<file path="config.mk">
export PLATFORM = sky130hd
export DESIGN_NAME = udma_cfg_demux_n
export DESIGN_NICKNAME = d
export VERILOG_FILES = /design/src/rtl/udma_cfg_demux_n.sv
export SDC_FILE = /design/constraint.sdc
export NUM_CORES = 1
export LEC_CHECK = 0
export ABC_AREA = 1
export CORE_MARGIN = 2
export CORE_UTILIZATION = 39
export CTS_CLUSTER_DIAMETER = 50
export DETAILED_ROUTE_END_ITERATION = 6
export PLACE_DENSITY_LB_ADDON = 0.3
export SLEW_MARGIN = 20
export SYNTH_ARGS = -nofsm -noshare
export SYNTH_HDL_FRONTEND = slang
export SYNTH_SLANG_ARGS = --single-unit
</file>
<file path="constraint.sdc">
create_clock -name sys_clk_i -period 7.1 [get_ports sys_clk_i]
set_input_delay 1.42 -clock sys_clk_i [delete_from_list [all_inputs] [get_ports sys_clk_i]]
set_output_delay 1.42 -clock sys_clk_i [all_outputs]
set_load 0.02 [all_outputs]
</file>
<file path="src/rtl/udma_cfg_demux_n.sv">
// N-way demux for the uDMA peripheral cfg bus: one registered request at a
// time, routed by an address field, with decode-miss and timeout rejection.
module udma_cfg_demux_n #(
    parameter int NB_TGT  = 4,
    parameter int ADDR_W  = 6,
    parameter int SEL_LSB = 5,
    parameter int SEL_W   = $clog2(NB_TGT),
    parameter int DATA_W  = 32,
    parameter int TIMEOUT = 15,
    parameter logic [DATA_W-1:0] ERR_DATA = DATA_W'(32'hDEAD_BEEF)
) (
    input  logic                     sys_clk_i,
    input  logic                     rst_i,
    input  logic                     cfg_valid_i,
    input  logic [ADDR_W-1:0]        cfg_addr_i,
    input  logic                     cfg_rwn_i,
    input  logic [DATA_W-1:0]        cfg_data_i,
    output logic                     cfg_ready_o,
    output logic [DATA_W-1:0]        cfg_data_o,
    output logic                     cfg_err_o,
    output logic [NB_TGT-1:0]        tgt_valid_o,
    output logic [ADDR_W-1:0]        tgt_addr_o,
    output logic                     tgt_rwn_o,
    output logic [DATA_W-1:0]        tgt_data_o,
    input  logic [NB_TGT-1:0]        tgt_ready_i,
    input  logic [NB_TGT*DATA_W-1:0] tgt_data_i,
    output logic                     busy_o,
    output logic [7:0]               err_cnt_o
);

    localparam int NSEL  = 1 << SEL_W;
    localparam int PAD_W = (SEL_LSB + SEL_W > ADDR_W) ? SEL_LSB + SEL_W : ADDR_W;
    localparam int CNT_W = (TIMEOUT > 2) ? $clog2(TIMEOUT) : 1;

    typedef enum logic [1:0] {
        IDLE,
        REQ,
        RESP
    } state_t;

    state_t           state;
    logic [SEL_W-1:0] sel;
    logic [SEL_W-1:0] sel_q;
    logic             hit;
    logic [CNT_W-1:0] cnt;
    logic             expired;
    logic [NSEL-1:0]  rdy_ext;
    logic [DATA_W-1:0] rd_arr [NSEL];

    // Field may extend past the address MSB; missing bits read as zero.
    assign sel = SEL_W'(PAD_W'(cfg_addr_i) >> SEL_LSB);
    assign hit = ({1'b0, sel} < (SEL_W + 1)'(NB_TGT));

    assign rdy_ext = NSEL'(tgt_ready_i);

    for (genvar k = 0; k < NSEL; k++) begin : g_rd
        if (k < NB_TGT) begin : g_on
            assign rd_arr[k] = tgt_data_i[k*DATA_W +: DATA_W];
        end else begin : g_off
            assign rd_arr[k] = '0;
        end
    end

    assign expired = (TIMEOUT != 0) && (cnt == CNT_W'(TIMEOUT - 1));
    assign busy_o  = (state != IDLE);

    always_ff @(posedge sys_clk_i or posedge rst_i) begin
        if (rst_i) begin
            state       <= IDLE;
            sel_q       <= '0;
            cnt         <= '0;
            cfg_ready_o <= 1'b0;
            cfg_data_o  <= '0;
            cfg_err_o   <= 1'b0;
            tgt_valid_o <= '0;
            tgt_addr_o  <= '0;
            tgt_rwn_o   <= 1'b0;
            tgt_data_o  <= '0;
            err_cnt_o   <= '0;
        end else begin
            cfg_ready_o <= 1'b0;
            cfg_data_o  <= '0;
            cfg_err_o   <= 1'b0;
            unique case (state)
                IDLE: begin
                    if (cfg_valid_i) begin
                        if (hit) begin
                            sel_q       <= sel;
                            tgt_addr_o  <= cfg_addr_i;
                            tgt_rwn_o   <= cfg_rwn_i;
                            tgt_data_o  <= cfg_data_i;
                            tgt_valid_o <= NB_TGT'(1) << sel;
                            cnt         <= '0;
                            state       <= REQ;
                        end else begin
                            cfg_ready_o <= 1'b1;
                            cfg_data_o  <= ERR_DATA;
                            cfg_err_o   <= 1'b1;
                            state       <= RESP;
                        end
                    end
                end
                REQ: begin
                    // Ready wins over an expiry in the same cycle.
                    if (rdy_ext[sel_q]) begin
                        tgt_valid_o <= '0;
                        cfg_ready_o <= 1'b1;
                        cfg_data_o  <= tgt_rwn_o ? rd_arr[sel_q] : '0;
                        state       <= RESP;
                    end else if (expired) begin
                        tgt_valid_o <= '0;
                        cfg_ready_o <= 1'b1;
                        cfg_data_o  <= tgt_rwn_o ? ERR_DATA : '0;
                        cfg_err_o   <= 1'b1;
                        state       <= RESP;
                    end else if (TIMEOUT != 0) begin
                        cnt <= cnt + 1'b1;
                    end
                end
                RESP: begin
                    if (cfg_err_o && err_cnt_o != 8'hFF) begin
                        err_cnt_o <= err_cnt_o + 8'd1;
                    end
                    state <= IDLE;
                end
                default: state <= IDLE;
            endcase
        end
    end

endmodule

</file>
==> impl_metrics.yaml <==
worst_hold_path:
  hold_class: "reg -> reg"
  min_from: "tgt_data_o[15]$_DFFE_PP0P_"
  whs_path_depth: 2
routing:
  drtPass1Iterations: 4
  drcViolationCount: 0
  wl_per_cell_um: 13.2
  drt_iter0_markers: 177
  vias: 3701
  postRouteAntennaNets: 0
  vias_per_cell: 4.59
  wl_um: 10700
timing:
  setup-violations-final: 0
  finalCritPeriodShare_pct: 48.3
  fmax_ghz: 0.292
  fin_crit_ns: 3.43
  max_slew.worst_pin.slew_ns: 0.860
  hold_ws_ns: 0.481
  maxSlewViolCount: 0
  rsz0062_at_grt: "no"
  relSlewSlack_pct: 42.4
  hold_violations: 0
  tns_ns: 0
  skew_ns: 0.00800
critical_path:
  cp_num_buf_inv: 1
  r2r-start: "state[1]$_DFFE_PP0P_"
  slowest_delay_ns: 0.91
  crit_cells: 1
  cp.arrival_ns: 2.01
  worst_path_max_delay_cell: "dfrtp_1"
  path_delay_family: "flip-flops"
  crit_start: "tgt_rwn_o$_DFFE_PP0P_"
  start_kind: "flop"
  r2r_cells: 5
  crit_path_end_kind: "output port"
  path_cells: "clkdlybuf4s50_1"
  worstPathMaxFanout: 27
  required_ns: 5.68
  worst-setup-path-type: "reg -> out"
clocking:
  cts.sinks: 89
  clk_path_buf_depth: 2
  numCtsBuffers: 9
  cts_tree: "yes"
  postCtsSetupBuffers: 0
  hold_buffers: 0
  post_cts_resized: 0
  cts.clk_slew.worst_paths_ns: 0.08
  clk-insertion-delay-late_ns: 0.33
  root_buffer: "clkbuf_8"
  htree_levels: 3
global_routing:
  busiest_layer: "met2"
  grt_pass1_wl_um: 17500
  grt_start_max_net_pins: 60
  antenna_found_initial: 0
  grtUsageMet3_pct: 4.18
  grt_util_all_layers_pct: 19.7
  grt_use_met1_pct: 23.2
  use_met2_pct: 35.1
  grt_pass1_vias: 3671
  gr-total-overflow: 0
placed_design:
  gp_congestion: 0.833
  portBuffers: 191
  hpwl_um: 7700
layout:
  drive_gt1_share_pct: 4.45
  synthToLayoutAreaGrowth_pct: 53.2
  final_cell_mix: "nand2_1 (252), clkdlybuf4s50_1 (191), dfrtp_1 (89), nor2_1 (34), a21oi_1 (31)"
  diodes: 0
  seq_area_um2: 2230
  multi_input_area_um2: 1520
  nets: 848
  fill_cells: 934
  layout_commonest_cell: "nand2_1"
run_status:
  status: "finished, final reports clean"
logic_synthesis:
  synth-edff-count: 0
  synth.avg_cell_area_um2: 8.09
  ys_ff_latch: 89
  ys.flop_type: "dfrtp_1"
  synth_area_um2: 3960
  syn_inst: 490
  synthDistinctLibCells: 27
  async_flop_share_pct: 100
  ys_warn_count: 0
  yosysSeqAreaShare_pct: 56.2
floorplanning:
  io_pins: 260
  fp.dieH_um: 105
  die_w_um: 105
  row_count: 36
  start_util_pct: 40.4
  core_um2: 9820
  die-area_um2: 11000
job:
  maxCapViolations: 0
power_and_ir_drop:
  cellLeakagePower_nw: 2.98
  power_density_nw_per_um2: 360
  irDropWorstVdd_mv: 0.178
==> synthesized netlist by cell type (3+ instances only) <==
cell	number	share of area, %
buf_6	3	0.85
o21ai_0	5	0.63
buf_2	17	2.1
ha_1	3	0.95
nand2_2	3	0.47
dfrtp_1	89	56
a21oi_1	31	3.9
nand2_1	252	24
nand3_2	3	0.76
nand3_1	9	1.1
inv_1	18	1.7
nor2_1	34	3.2
==> per-stage QoR <==
| step | cell area, um2 | utilization, % | std cells | worst slack (ns) | total power (W) |
|---|---|---|---|---|---|
| CTS | 6070 | 61.8 | 807 | 3.62 | 0.00221 |
| floorplan | 3970 | - | 491 | 3.37 | 0.00142 |
| global placement | 5920 | 60.3 | 793 | 3.56 | 0.00188 |
| detailed placement | 5920 | 60.3 | 793 | 3.54 | 0.00192 |
| finish | 6070 | 61.8 | 807 | 3.67 | 0.00218 |
| global route | 6070 | 61.8 | 807 | 3.55 | 0.00234 |
==> worst paths after layout <==
| kind | slack (ns) | to |
|---|---|---|
| setup / recovery | 3.67 | tgt_rwn_o |
| hold reg to reg | 0.48 | tgt_data_o[15]$_DFFE_PP0P_ |
| setup reg to reg | 4.88 | tgt_addr_o[5]$_DFFE_PP0P_ |
| min in group asynchronous | 1.44 | tgt_data_o[7]$_DFFE_PP0P_ |
| max in group asynchronous | 4.54 | tgt_addr_o[4]$_DFFE_PP0P_ |
| hold / removal | 0.48 | tgt_data_o[15]$_DFFE_PP0P_ |
==> kinds of logic after synthesis <==
logic type	after synthesis	share of synthesized area, %
adder cells (fa/ha/maj)	3	0.947
flip-flops	89	56.2
AO/OA/AOI/OAI	39	5.02
AND/OR/NAND/NOR	310	31.3
other	1	0.0946
buffers and inverters	44	5.53
XOR/XNOR	4	0.884
==> where the power goes <==
group | switching (W) | internal (W)
combinational | 0.000638 | 0.000472
sequential | 0.000107 | 0.000680
clock | 0.000164 | 0.000122
total | 0.000909 | 0.00127
==> registers in the layout, summed over array words and instances (netlist names) <==
name and cells:
cfg_data_o 32, cfg_err_o 1, cfg_ready_o 1, cnt 4, err_cnt_o 8, state 2, tgt_addr_o 6, tgt_data_o 32
tgt_rwn_o 1, tgt_valid_o 2
==> worst register-to-register path, stage by stage, from the launching register on <==
cell     delay [ns]
dfrtp_1        0.43
nor2_2         0.15
nand2_2        0.50
inv_2          0.78
nand2_1        0.17
o21ai_1        0.11
==> metal layers <==
metal / vias up / wire length, um
li1: 1856 / -
met1: 1744 / 4440
met2: 93 / 5510
met3: 8 / 563
met4: 0 / 139
met5: - / 0
==> final cells by class <==
class | instances | area share, %
timing repair buffer | 193 | 31.7
tap | 133 | 2.74
sequential | 89 | 36.7
multi-input combinational | 358 | 25.0
inverter | 20 | 1.30
clock inverter | 4 | 0.371
clock buffer | 10 | 2.10
(Power assumes the default switching activity.)
